===== src/rtl/dmem_pkg.sv =====
// Shared types and defaults for the data-memory arbiter slice.
// Holds the arbitration state and response-owner encodings plus a saturating increment.
package dmem_pkg;

   typedef enum logic {
      CPU_PRI = 1'b0,
      DBG_PRI = 1'b1
   } arb_state_t;

   typedef enum logic [1:0] {
      OWN_NONE = 2'b00,
      OWN_CPU  = 2'b01,
      OWN_DBG  = 2'b10
   } rsp_owner_t;

   localparam int DEF_AW       = 32;
   localparam int DEF_DW       = 32;
   localparam int DEF_MAX_WAIT = 4;

   function automatic logic [3:0] sat_inc4(input logic [3:0] v);
      return (v == 4'hF) ? v : v + 4'd1;
   endfunction

endpackage


===== src/rtl/dmem_arb_starve_ctr.sv =====
// Starvation guard: counts conflicts DBG lost and forces one DBG grant at MAX_WAIT.
// Ports: clk, rst, conflict, dbg_grant, dbg_valid in; dbg_pri out; forced out with DMEM_ARB_STATS_EN.
module dmem_arb_starve_ctr
   import dmem_pkg::*;
#(
   parameter int MAX_WAIT = DEF_MAX_WAIT
)(
   input  logic clk,
   input  logic rst,
   input  logic conflict,
   input  logic dbg_grant,
   input  logic dbg_valid,
`ifdef DMEM_ARB_STATS_EN
   output logic forced,
`endif
   output logic dbg_pri
);

   localparam logic [3:0] MW = 4'(MAX_WAIT);

   arb_state_t state, state_n;
   logic [3:0] wait_cnt, wait_n;
   logic       go_dbg;

   always_ff @(posedge clk) begin
      if (rst) begin
         state    <= CPU_PRI;
         wait_cnt <= 4'd0;
      end else begin
         state    <= state_n;
         wait_cnt <= wait_n;
      end
   end

   always_comb begin
      state_n = state;
      wait_n  = wait_cnt;
      go_dbg  = 1'b0;
      unique case (state)
         CPU_PRI: begin
            if (conflict) begin
               wait_n = sat_inc4(wait_cnt);
               if (wait_n >= MW) begin
                  state_n = DBG_PRI;
                  go_dbg  = 1'b1;
               end
            end else if (dbg_grant) begin
               wait_n = 4'd0;
            end
         end
         DBG_PRI: begin
            // leave on the forced grant, or if DBG gave up first
            if (dbg_grant || !dbg_valid) begin
               state_n = CPU_PRI;
               wait_n  = 4'd0;
            end
         end
         default: begin
            state_n = CPU_PRI;
            wait_n  = 4'd0;
         end
      endcase
   end

   assign dbg_pri = (state == DBG_PRI);

`ifdef DMEM_ARB_STATS_EN
   assign forced = go_dbg;
`endif

endmodule


===== src/rtl/dmem_arbiter.sv =====
// Shares the single-port data RAM between the CPU memory stage and the DBG/loader port.
// Ports: cpu_* and dbg_* requesters, ram_* RAM side; conflict_cnt/forced_cnt with DMEM_ARB_STATS_EN.
module dmem_arbiter
   import dmem_pkg::*;
#(
   parameter int AW       = DEF_AW,
   parameter int DW       = DEF_DW,
   parameter int MAX_WAIT = DEF_MAX_WAIT
)(
   input  logic          clk,
   input  logic          rst,
   input  logic          cpu_req,
   input  logic          cpu_we,
   input  logic [AW-1:0] cpu_addr,
   input  logic [DW-1:0] cpu_wdata,
   output logic          cpu_stall,
   output logic          cpu_rvalid,
   output logic [DW-1:0] cpu_rdata,
   input  logic          dbg_valid,
   output logic          dbg_ready,
   input  logic          dbg_we,
   input  logic [AW-1:0] dbg_addr,
   input  logic [DW-1:0] dbg_wdata,
   output logic          dbg_rvalid,
   output logic [DW-1:0] dbg_rdata,
   output logic          ram_we,
   output logic [AW-1:0] ram_addr,
   output logic [DW-1:0] ram_wdata,
`ifdef DMEM_ARB_STATS_EN
   output logic [15:0]   conflict_cnt,
   output logic [15:0]   forced_cnt,
`endif
   input  logic [DW-1:0] ram_rdata
);

   logic       dbg_pri;
   logic       gnt_cpu, gnt_dbg, conflict;
   rsp_owner_t rsp_owner;
   logic [DW-1:0] cpu_hold, dbg_hold;

   // CPU wins unless DBG has been starved long enough
   assign gnt_cpu   = !rst && cpu_req && !(dbg_valid && dbg_pri);
   assign gnt_dbg   = !rst && dbg_valid && !gnt_cpu;
   assign conflict  = gnt_cpu && dbg_valid;
   assign cpu_stall = !rst && cpu_req && !gnt_cpu;
   assign dbg_ready = gnt_dbg;

`ifdef DMEM_ARB_STATS_EN
   logic forced;
`endif

   dmem_arb_starve_ctr #(
      .MAX_WAIT (MAX_WAIT)
   ) u_starve (
      .clk       (clk),
      .rst       (rst),
      .conflict  (conflict),
      .dbg_grant (gnt_dbg),
      .dbg_valid (dbg_valid),
`ifdef DMEM_ARB_STATS_EN
      .forced    (forced),
`endif
      .dbg_pri   (dbg_pri)
   );

   always_comb begin
      ram_we    = 1'b0;
      ram_addr  = '0;
      ram_wdata = '0;
      unique case (1'b1)
         gnt_cpu: begin
            ram_we    = cpu_we;
            ram_addr  = cpu_addr;
            ram_wdata = cpu_wdata;
         end
         gnt_dbg: begin
            ram_we    = dbg_we;
            ram_addr  = dbg_addr;
            ram_wdata = dbg_wdata;
         end
         default: ;
      endcase
   end

   always_ff @(posedge clk) begin
      if (rst)
         rsp_owner <= OWN_NONE;
      else if (gnt_cpu && !cpu_we)
         rsp_owner <= OWN_CPU;
      else if (gnt_dbg && !dbg_we)
         rsp_owner <= OWN_DBG;
      else
         rsp_owner <= OWN_NONE;
   end

   // gating with rst drops a response whose read was granted just before reset
   assign cpu_rvalid = !rst && (rsp_owner == OWN_CPU);
   assign dbg_rvalid = !rst && (rsp_owner == OWN_DBG);

   always_ff @(posedge clk) begin
      if (rst) begin
         cpu_hold <= '0;
         dbg_hold <= '0;
      end else begin
         if (cpu_rvalid) cpu_hold <= ram_rdata;
         if (dbg_rvalid) dbg_hold <= ram_rdata;
      end
   end

   assign cpu_rdata = cpu_rvalid ? ram_rdata : cpu_hold;
   assign dbg_rdata = dbg_rvalid ? ram_rdata : dbg_hold;

`ifdef DMEM_ARB_STATS_EN
   always_ff @(posedge clk) begin
      if (rst) begin
         conflict_cnt <= 16'd0;
         forced_cnt   <= 16'd0;
      end else begin
         if (conflict && conflict_cnt != 16'hFFFF)
            conflict_cnt <= conflict_cnt + 16'd1;
         if (forced && forced_cnt != 16'hFFFF)
            forced_cnt <= forced_cnt + 16'd1;
      end
   end
`endif

endmodule


===== config.mk =====
export PLATFORM = sky130hd
export DESIGN_NAME = dmem_arbiter
export DESIGN_NICKNAME = d
export VERILOG_FILES = /design/src/rtl/dmem_pkg.sv /design/src/rtl/dmem_arb_starve_ctr.sv /design/src/rtl/dmem_arbiter.sv
export SDC_FILE = /design/constraint.sdc
export NUM_CORES = 1
export LEC_CHECK = 0
export ABC_AREA = 1
export CAP_MARGIN = 20
export CORE_ASPECT_RATIO = 1.1
export CORE_UTILIZATION = 33
export DETAILED_ROUTE_END_ITERATION = 12
export GPL_TIMING_DRIVEN = 0
export HOLD_SLACK_MARGIN = 0.1
export PLACE_DENSITY_LB_ADDON = 0.25
export SYNTH_ARGS = -nofsm -noshare
export SYNTH_HDL_FRONTEND = slang
export SYNTH_HIERARCHICAL = 1
export SYNTH_SLANG_ARGS = --single-unit

===== constraint.sdc =====
create_clock -name clk -period 1.9 [get_ports clk]
set_clock_uncertainty 0.1 [all_clocks]
set_input_delay 0.57 -clock clk [delete_from_list [all_inputs] [get_ports clk]]
set_output_delay 0.57 -clock clk [all_outputs]
set_load 0.005 [all_outputs]

* Yosys cells after proc, flatten, opt, wreduce, memory -nomap -nowiden *
Cells that the tools add are included.

cells by class
  add/subtract/negate cells = 1
  multiply operators = 0
  divide/modulo/power cells = 0
  magnitude comparators = 1
  eq/ne operators = 5
  shift-type cells = 0
  mux-type cells = 16
  bitwise gates (word level) = 1
  reductions and logical operators = 20

operators by type and width
  operator                                             count
  one-hot mux 32 bit (2 select lines)                  2
  2-to-1 mux 32 bit                                    2
  2-to-1 mux 4 bit                                     4
  logical AND 1 bit                                    11
  one-hot mux 4 bit (2 select lines)                   1
  logical NOT 1 bit                                    6
  adder 4 x 1 -> 4 bit, second input constant          1
  equality test 4 bit, second input constant           1
  >= comparator 4 x 3 -> 1 bit, second input constant  1
  2-to-1 mux 1 bit                                     4
  one-hot mux 1 bit (2 select lines)                   2
  != test 3 bit, second input constant                 1
  equality test 2 x 1 -> 1 bit, second input constant  1
  equality test 2 bit, second input constant           1
  2-to-1 mux 2 bit                                     1
  != test 2 bit, second input constant                 1
  AND reduction 2 bit                                  1
  OR reduction 2 bit                                   1
  logical OR 1 bit                                     1
  NOT 1 bit                                            1

storage, ports and cells
  flip-flop bits (word level) = 71
  bits in latches = 0
  RAM bits = 0
  memory bits (read-only) = 0
  input bits = 166
  output and inout port bits = 133
  logic and storage cells = 50
  memories = 0

* Logic depth before layout (Yosys ltp) *
Gate-level depths: netlist of the first run.

  depth after elaboration = 8
  depth in mapped cells = 11
  mapped depth without buffers = 10

* Hierarchy *
The synthesis of the first run kept the hierarchy.

modules (own cells, without submodules)
  module               times used  cells an instance  area each (µm²)
  dmem_arbiter         1           758                4289.1
  dmem_arb_starve_ctr  1           47                 301.5

* Worst setup path before layout of the first run *
Ideal clock, no wire load.

  path kind = input to output
  from = input port dbg_valid
  to = output port ram_addr[10]
  arrival time = 1.298 ns
  data required time = 1.230 ns
  path slack = -0.068 ns
  stages on the path = 5
  cells stage by stage = nand2_1 > buf_2 > clkbuf_1 > nand4_1 > nand2_1

between the ends
  longest elaborated chain between the ends = 6

RTL lines
  what                                     line                RTL
  start: declaration                       dmem_arbiter.sv:19  input logic dbg_valid,
  logical AND 1 bit                        dmem_arbiter.sv:42  assign gnt_cpu = !rst && cpu_req && !(dbg_valid && dbg_pri);
  logical NOT 1 bit                        dmem_arbiter.sv:42
  logical AND 1 bit                        dmem_arbiter.sv:42
  logical NOT 1 bit                        dmem_arbiter.sv:43  assign gnt_dbg = !rst && dbg_valid && !gnt_cpu;
  logical AND 1 bit                        dmem_arbiter.sv:43
  one-hot mux 32 bit (2 select lines) (*)  dmem_arbiter.sv:70  unique case (1'b1)
  end: declaration                         dmem_arbiter.sv:27  output logic [AW-1:0] ram_addr,

Mark *: on every way between the ends. The rest lies on a longest branch, timed or not.

* Final worst setup path of the first run *
  from = register rsp_owner[1]
  to = output port dbg_rdata[9]

between the ends
  longest elaborated chain between the ends = 3

RTL lines
  what                      line                RTL
  start: declaration        dmem_arbiter.sv:38  rsp_owner_t rsp_owner;
  start signal: assignment  dmem_arbiter.sv:87  rsp_owner <= OWN_NONE;
  start signal: assignment  dmem_arbiter.sv:89  rsp_owner <= OWN_CPU;
  start signal: assignment  dmem_arbiter.sv:91  rsp_owner <= OWN_DBG;
  equality test 2 bit       dmem_arbiter.sv:98  assign dbg_rvalid = !rst && (rsp_owner == OWN_DBG);
  logical AND 1 bit         dmem_arbiter.sv:98
  2-to-1 mux 32 bit         --
  end: declaration          dmem_arbiter.sv:25  output logic [DW-1:0] dbg_rdata,

No other way between the ends.

==> impl_metrics.toml, run 1 <==
[clocking]
ctsHoldBuffers = 0
cts.sinks = 71
insertion_delay_ns = 0.38
path_clk_slew_ns = 0.05
cts_buffers = 9
clk_path_buf_depth = 2
root_buffer = "clkbuf_16"
cts_tree = "yes"
htreeDepth = 3

[routing]
wl_per_cell_um = 26.9
detail_route.vias_per_cell = 5.95
vias = 9216
firstDrtPassIters = 7
drtAntennaViolNets = 0
drt-total-wl_um = 41600
dr.first_iter.drc_count = 1202
drc = 0

[synthesis]
yosysSeqAreaShare_pct = 31.0
syn_area_sq_mm = 0.00459
syn-num-nets = 972
syn_inst = 805
synth_seq_cells = 71
yosysWarningCount = 6
ys_types = 20
synth.avg_cell_area_sq_um = 5.70

[pwr]
power.density_mw_per_mm2 = 460
p_leak_nw = 6.11
power_w = 0.00560
vdd_drop_max_mv = 0.442

[global_routing]
grt.overflow.total = 0
grt_pass1_vias = 8430
grt_pass1_wl_um = 48000
track_usage_pct = 44.6
grt_max_degree = 11
antenna_found_initial = 2

[sta]
finalMaxSlewViolations = 0
max_freq_mhz = 386
fin_crit_sh_pct = 137
finalCriticalPeriod_ns = 2.59
worstMarginPinSlew_ns = 0.681
rsz0062_at_grt = "true"
finalSetupViolCount = 148
layout_setup_ws_ns = -0.694
worst_slew_margin_rel_pct = 54.6
whs_ns = 0.388
hold_viol_final = 0

[die]
die_w_um = 114
die_y_um = 126
core_area_sq_mm = 0.0134
rows = 44
io-pin-count = 299
start_util_pct = 34.3
dieArea_sq_mm = 0.0144

[final_layout]
layout.nets = 1528
layout_commonest_cell = "buf_6"
design_area_sq_mm = 0.0122
layout_common_cells = "buf_6, clkdlybuf4s50_1, inv_1, buf_4, nand2_2"
final_cells = 1550
drive_gt1_share_pct = 55.6
syn_to_final_growth_pct = 165

[worst_setup_path]
critPathMostFrequentCell = "buf_6"
worst_path_largest_cell_delay_ns = 0.39
path_delay_family = "buffers and inverters"
cp_cell_sequence = "inv_4 -> nor2_4 -> buf_12 -> buf_8 -> buf_6 -> nand3_2 -> nand2_2 -> inv_2 -> buf_6"
crit_fanout = 5
cp-start-kind = "flop"
required_ns = 1.23
crit_path_end_kind = "output port"
cp.buffers_inverters = 6
worst_path_max_delay_cell = "dfxtp_4"
r2r_setup_slack_ns = -0.50
critPathKind = "reg -> out"
arrival_ns = 1.92

[placed_design]
dp.cells = 1287
place.gp.congestion = 0.869
place_area_sq_mm = 0.00781
dp.final_hpwl_um = 16000
port_buffers = 298

[min_path]
hold_path.class = "in -> reg"

[status]
status = "complete, but fails checks"
violations = "negative setup slack"

[run]
maxCapViolCount = 0
==> layer usage <==
layer	wire length, um	track usage, %	up-vias
li1	-	-	3607
met1	12300	46.5	4181
met2	17600	74.5	956
met3	6470	16.3	466
met4	5110	30.7	6
met5	139	0	-
==> registers in the layout, summed over array words and instances, names as in the netlist <==
signal	count
cpu_hold	32
dbg_hold	32
u_starve/wait_cnt	4
u_starve/dbg_pri	1
rsp_owner	2
==> power by group <==
group | internal [W] | total [W] | switching, W
Sequential | 0.00153 | 0.00157 | 0.0000382
Clock | 0.000939 | 0.00171 | 0.000767
Combinational | 0.00121 | 0.00232 | 0.00111
Total | 0.00368 | 0.00560 | 0.00192
==> path summary, 6_finish.rpt <==
kind / start / to / cells past startpoint
max: rsp_owner[1] / dbg_rdata[9] / 9
min: rst / u_starve/dbg_pri / 2
max reg2reg: rsp_owner[1] / cpu_hold[14] / 15
min reg2reg: u_starve/wait_cnt[2] / u_starve/wait_cnt[2] / 2
==> metrics by stage <==
stage	worst slack, ns	util (%)	setup TNS, ns
after floorplan	-0.0684	-	-2.75
after global placement	-1.75	58.4	-246.67
after detailed placement	-1.77	58.4	-248.91
after CTS	-0.426	82.6	-41.30
after global routing	-0.728	91.0	-66.04
final	-0.694	91.0	-60.22
==> repair_timing <==
item,CTS,global route
gates cloned,17,1
setup buffers,271,58
pin swaps,100,95
resized for setup,1014,270
setup endpoints to repair,204,153
==> Yosys cell counts <==
cell,number,share of area (%)
ha_1,1,0.27
buf_1,6,0.49
nand2_2,2,0.27
buf_2,24,2.6
buf_4,3,0.49
dfxtp_1,71,31
clkbuf_1,28,2.3
nand3b_1,1,0.16
a21oi_1,1,0.11
inv_1,172,14
nand4_1,65,8.9
inv_2,2,0.16
nand3_1,136,15
a21boi_1,1,0.16
o21bai_1,1,0.16
o21ai_0,1,0.11
nor2_2,1,0.14
nor2_1,76,6.2
a21oi_2,2,0.38
nand2_1,211,17
==> logic make-up after synthesis <==
family | after synthesis | share of synthesized area (%)
buf+inv | 235 | 20.1
fa+ha+maj | 1 | 0.273
simple gates | 492 | 47.7
flops | 71 | 31.0
compound gates | 6 | 0.927
==> final cells by class <==
class	count	area, sq um
diodes	2	5.00
plain buffers	53	614
fillers	532	1210
repair inverters	1	16.3
repair buffers	552	5370
clock inverters	1	5.00
multi-input cells	499	3560
inverters	174	676
well taps	184	230
flip-flops and latches	71	1430
clock buffers	13	260
Power figures use the tool's default switching activity.
==> inputs of run 2 (changes only) <==
--- a/config.mk
+++ b/config.mk
@@ -8,7 +8,8 @@
 export ABC_AREA = 1
 export CAP_MARGIN = 20
 export CORE_ASPECT_RATIO = 1.1
-export CORE_UTILIZATION = 33
+export CORE_UTILIZATION = 34
+export CTS_BUF_LIST = sky130_fd_sc_hd__clkbuf_8
 export DETAILED_ROUTE_END_ITERATION = 12
 export GPL_TIMING_DRIVEN = 0
 export HOLD_SLACK_MARGIN = 0.1
==> impl_metrics.toml, run 2 (synthesis gave the netlist of run 1 again) <==
[status]
status = "complete, but fails checks"
violations = "negative setup slack"

[worst_setup_path]
ff2ff_path_depth = 15
r2r_start = "rsp_owner[1]"
required_ns = 1.23
r2r_setup_slack_ns = -0.61
cp-start-kind = "flop"
r2r_end = "dbg_hold[16]"
critPathKind = "reg -> out"
arrival_ns = 1.92
crit_fanout = 6
crit_path_end_kind = "output port"

[routing]
drt-total-wl_um = 34900
drtAntennaViolNets = 0
dr.first_iter.drc_count = 987
detail_route.vias_per_cell = 5.72
wl_per_cell_um = 23.1
vias = 8619
firstDrtPassIters = 10
drc = 0

[global_routing]
grt_util_met3_pct = 12.7
antenna_found_initial = 3
grt.overflow.total = 0
grt_max_degree = 13
track_usage_pct = 40.5
met2_usage_pct = 71.8
grt_util_met1_pct = 41.4
grt_pass1_wl_um = 42200
grt_busiest_layer = "met2"
grt_pass1_vias = 7905

[clocking]
clk_path_buf_depth = 2
insertion_delay_ns = 0.36
root_buffer = "clkbuf_8"
ctsHoldBuffers = 0
htreeDepth = 3
cts.sinks = 71
cts_tree = "yes"
cts_buffers = 9
path_clk_slew_ns = 0.07

[sta]
whs_ns = 0.399
layout_setup_ws_ns = -0.694
max_freq_mhz = 386
rsz0062_at_grt = "true"
hold_viol_final = 0
finalSetupViolCount = 147
worstMarginPinSlew_ns = 0.794
tns_ns = -54.73
finalMaxSlewViolations = 0
fin_crit_sh_pct = 137
finalCriticalPeriod_ns = 2.59
worst_slew_margin_rel_pct = 47.1

[final_layout]
top_regs = "cpu_hold: 32 flops, dbg_hold: 32 flops, u_starve/wait_cnt: 4 flops"
final_cells = 1508
layout_common_cells = "clkdlybuf4s50_1, inv_1, buf_6, buf_4, nand2_2"
drive_gt1_share_pct = 54.1
design_area_sq_mm = 0.0115
layout_commonest_cell = "clkdlybuf4s50_1"
layout.nets = 1506
syn_to_final_growth_pct = 150

[min_path]
min_to = "u_starve/dbg_pri"
holdPathStages = 2
hp-start = "rst"
hold_path.class = "in -> reg"

[die]
dieArea_sq_mm = 0.0140
die_y_um = 124
core_area_sq_mm = 0.0132
io-pin-count = 299
rows = 44
start_util_pct = 34.7
die_w_um = 113

[pwr]
vdd_drop_max_mv = 0.395
p_leak_nw = 5.89
power_w = 0.00490
power.density_mw_per_mm2 = 428

[run]
maxCapViolCount = 0

[placed_design]
place.gp.congestion = 0.853
dp.final_hpwl_um = 15800
port_buffers = 298
place_area_sq_mm = 0.00778
dp.cells = 1264
## run 2: changes by cell type in the layout (fill, tap and decap cells not counted), sizes merged, moves of 2 or more
cell,change
clkinv,+3
buf,-29
clkdlybuf4s15,-4
clkinvlp,+2
clkbuf,+5
dlymetal6s2s,+2
## run 2: power by group
| part | internal, W | switching [W] |
|---|---|---|
| clock network | 0.000598 | 0.000679 |
| registers | 0.00153 | 0.0000304 |
| logic | 0.00110 | 0.000967 |
| total | 0.00323 | 0.00168 |
## run 2: worst max path at each step
stage | from | endpoint | slack (ns) | cells past startpoint
global route | rsp_owner[1] | cpu_rdata[16] | -0.69 | 7
floorplan | dbg_valid | ram_addr[10] | -0.07 | 5
detailed placement | rst | ram_wdata[24] | -1.75 | 7
finish | rsp_owner[1] | cpu_rdata[16] | -0.69 | 7
CTS | rsp_owner[0] | dbg_rdata[12] | -0.46 | 10
global placement | rst | ram_wdata[24] | -1.74 | 7
## run 2: metal layers
metal,wire [um],part of all wire (%)
met5,0,0
met2,15900,45
met3,4660,13
met1,11100,32
met4,3240,9.3
## run 2: through the flow
step	worst slack, ns	utilization, %
2_1_floorplan	-0.0684	-
3_3_place_gp	-1.74	58.9
3_5_place_dp	-1.75	58.9
4_1_cts	-0.464	79.3
5_1_grt	-0.695	86.7
6_report	-0.694	86.7
## run 2: cell type report
| cell class | count | area, sq um |
|---|---|---|
| Timing Repair Buffer | 532 | 4890 |
| Multi-Input combinational cell | 500 | 3460 |
| Fill cell | 644 | 1750 |
| Sequential cell | 71 | 1430 |
| Inverter | 174 | 673 |
| Buffer | 50 | 601 |
| Tap cell | 161 | 201 |
| Clock buffer | 9 | 124 |
| Clock inverter | 7 | 65.1 |
| Timing Repair inverter | 1 | 7.51 |
| Antenna cell | 3 | 7.51 |
## run 2: repair_timing
| action | in CTS | in global routing |
|---|---|---|
| resized for setup | 870 | 320 |
| pin swaps | 90 | 70 |
| endpoints found under the setup margin | 204 | 151 |
| setup buffers | 200 | 40 |
| cloned | 16 | 4 |
## run 2: worst max-delay path: stages (launching register included)
cell and delay (ns):
dfxtp_4 0.36, nor2_4 0.24, buf_6 0.17, clkbuf_8 0.14, nand3_1 0.25, nand2_2 0.22
inv_2 0.04, buf_2 0.12
==> inputs of run 3 (changes only) <==
--- a/config.mk
+++ b/config.mk
@@ -14,6 +14,7 @@
 export GPL_TIMING_DRIVEN = 0
 export HOLD_SLACK_MARGIN = 0.1
 export PLACE_DENSITY_LB_ADDON = 0.25
+export SKIP_CTS_REPAIR_TIMING = 1
 export SYNTH_ARGS = -nofsm -noshare
 export SYNTH_HDL_FRONTEND = slang
 export SYNTH_HIERARCHICAL = 1
==> impl_metrics.toml, run 3 (synthesis gave the netlist of run 1 again) <==
[worst_setup_path]
r2r_end = "u_starve/wait_cnt[0]"
required_ns = 1.23
r2r_setup_slack_ns = 0.24
arrival_ns = 1.73
worst_path_largest_cell_delay_ns = 0.39
critPathKind = "reg -> out"
crit_fanout = 6
path_delay_family = "buffers and inverters"
critPathMostFrequentCell = "buf_6"
crit_path_end_kind = "output port"
r2r_start = "u_starve/dbg_pri"
worst_path_max_delay_cell = "dfxtp_4"
cp-start-kind = "flop"
ff2ff_path_depth = 11
cp.buffers_inverters = 6
cp_cell_sequence = "inv_2 -> nor2_4 -> buf_6 -> buf_6 -> buf_4 -> nand3_1 -> nand2_2 -> inv_1 -> dlymetal6s2s_1"

[die]
io-pin-count = 299
rows = 44
start_util_pct = 34.7
die_w_um = 113
core_area_sq_mm = 0.0132
dieArea_sq_mm = 0.0140
die_y_um = 124

[final_layout]
top_regs = "cpu_hold: 32 flops, dbg_hold: 32 flops, u_starve/wait_cnt: 4 flops"
multiInputGateArea_sq_mm = 0.00317
layout_common_cells = "clkdlybuf4s50_1, inv_1, buf_6, nand2_1, nor2_1"
layout_commonest_cell = "clkdlybuf4s50_1"
antenna_cells = 0
n_fill_cell = 878
drive_gt1_share_pct = 45.4
register_area_sq_mm = 0.00143
syn_to_final_growth_pct = 126
layout.nets = 1422
fin_util_pct = 78.4

[routing]
detail_route.vias_per_cell = 5.18
vias = 7366
drc = 0
drtAntennaViolNets = 0
dr.first_iter.drc_count = 528
drt-total-wl_um = 26500
wl_per_cell_um = 18.6
firstDrtPassIters = 6

[sta]
finalSetupViolCount = 133
worst_slew_margin_rel_pct = 64.5
worstMarginPinSlew_ns = 0.532
max_freq_mhz = 416
rsz0062_at_grt = "true"
layout_setup_ws_ns = -0.502
finalMaxSlewViolations = 0
finalCriticalPeriod_ns = 2.40
hold_viol_final = 0
fin_crit_sh_pct = 126

[pwr]
power.density_mw_per_mm2 = 431
power_w = 0.00447
p_leak_nw = 5.52
vdd_drop_max_mv = 0.332

[clocking]
cts_tree = "yes"
insertion_delay_ns = 0.36
path_clk_slew_ns = 0.07
cts_buffers = 9
cts.sinks = 71
clk_path_buf_depth = 2
root_buffer = "clkbuf_8"
htreeDepth = 3

[global_routing]
track_usage_pct = 27.0
grt_util_met3_pct = 5.21
met2_usage_pct = 45.3
grt_max_degree = 13
grt_busiest_layer = "met2"
grt_pass1_vias = 5432
antenna_found_initial = 0
grt_util_met1_pct = 35.5
grt.overflow.total = 0
grt_pass1_wl_um = 28600

[placed_design]
port_buffers = 298
dp.final_hpwl_um = 15800
place.gp.congestion = 0.853

[run]
maxCapViolCount = 0

[min_path]
hp-start = "dbg_hold[29]"
min_to = "dbg_hold[29]"
hold_path.class = "reg -> reg"
holdPathStages = 4

[status]
status = "complete, but fails checks"
violations = "negative setup slack"
==> run 3: cell count changes in the layout (fill, tap and decap cells not counted), moves of 15 or more <==
cell      delta
buf_6       -26
nand2_1     +40
buf_2       -44
nand3_1     +15
nand2_2     -41
buf_4       -64
clkbuf_2    +52
==> run 3: worst register-to-register path, stage by stage, from the launching register on <==
cell	delay [ns]
dfxtp_4	0.37
nand2_4	0.08
nand3_4	0.14
buf_6	0.15
buf_6	0.10
nand2_2	0.05
inv_2	0.06
inv_1	0.04
nand3_1	0.11
nand3_1	0.15
o21ai_0	0.18
nor2_1	0.05
==> run 3: where the power goes <==
part           internal, W  total (W)  switching (W)
sequential         0.00153    0.00155      0.0000181
clock             0.000597    0.00119       0.000598
combinational     0.000922    0.00172       0.000798
total              0.00305    0.00447        0.00141
==> run 3: worst max-delay path by stage <==
stage | startpoint | to | cells past startpoint
floorplan | dbg_valid | ram_addr[10] | 5
global placement | rst | ram_wdata[24] | 7
detailed placement | rst | ram_wdata[24] | 7
CTS | rst | ram_wdata[24] | 7
global route | rsp_owner[1] | cpu_rdata[17] | 9
finish | rsp_owner[1] | dbg_rdata[20] | 9
==> run 3: final cells by class <==
| type | instances | share of cell area, % |
|---|---|---|
| Timing Repair Buffer | 438 | 39.0 |
| Multi-Input combinational cell | 500 | 30.6 |
| Sequential cell | 71 | 13.8 |
| Inverter | 174 | 6.48 |
| Buffer | 60 | 6.26 |
| Tap cell | 161 | 1.95 |
| Clock buffer | 9 | 1.20 |
| Clock inverter | 7 | 0.628 |
| Timing Repair inverter | 1 | 0.0846 |
==> run 3: layer usage <==
layer / wire length, um / vias up / part of all wire (%)
met4: 974 / 0 / 3.7
met5: 0 / - / 0
met2: 13600 / 426 / 51
met3: 2220 / 92 / 8.4
met1: 9690 / 3462 / 37
li1: - / 3386 / -
==> run 3: through the flow <==
| stage | setup slack (ns) | setup TNS, ns | area [sq um] | cells | hold slack [ns] |
|---|---|---|---|---|---|
| floorplan | -0.0684 | -2.75 | 4600 | 805 | 0.383 |
| global placement | -1.74 | -241.99 | 7780 | 1264 | 0.410 |
| detailed placement | -1.75 | -245.75 | 7780 | 1264 | 0.416 |
| CTS | -1.74 | -217.94 | 7970 | 1280 | 0.428 |
| global route | -0.568 | -57.83 | 10400 | 1421 | 0.460 |
| finish | -0.502 | -50.68 | 10400 | 1421 | 0.434 |
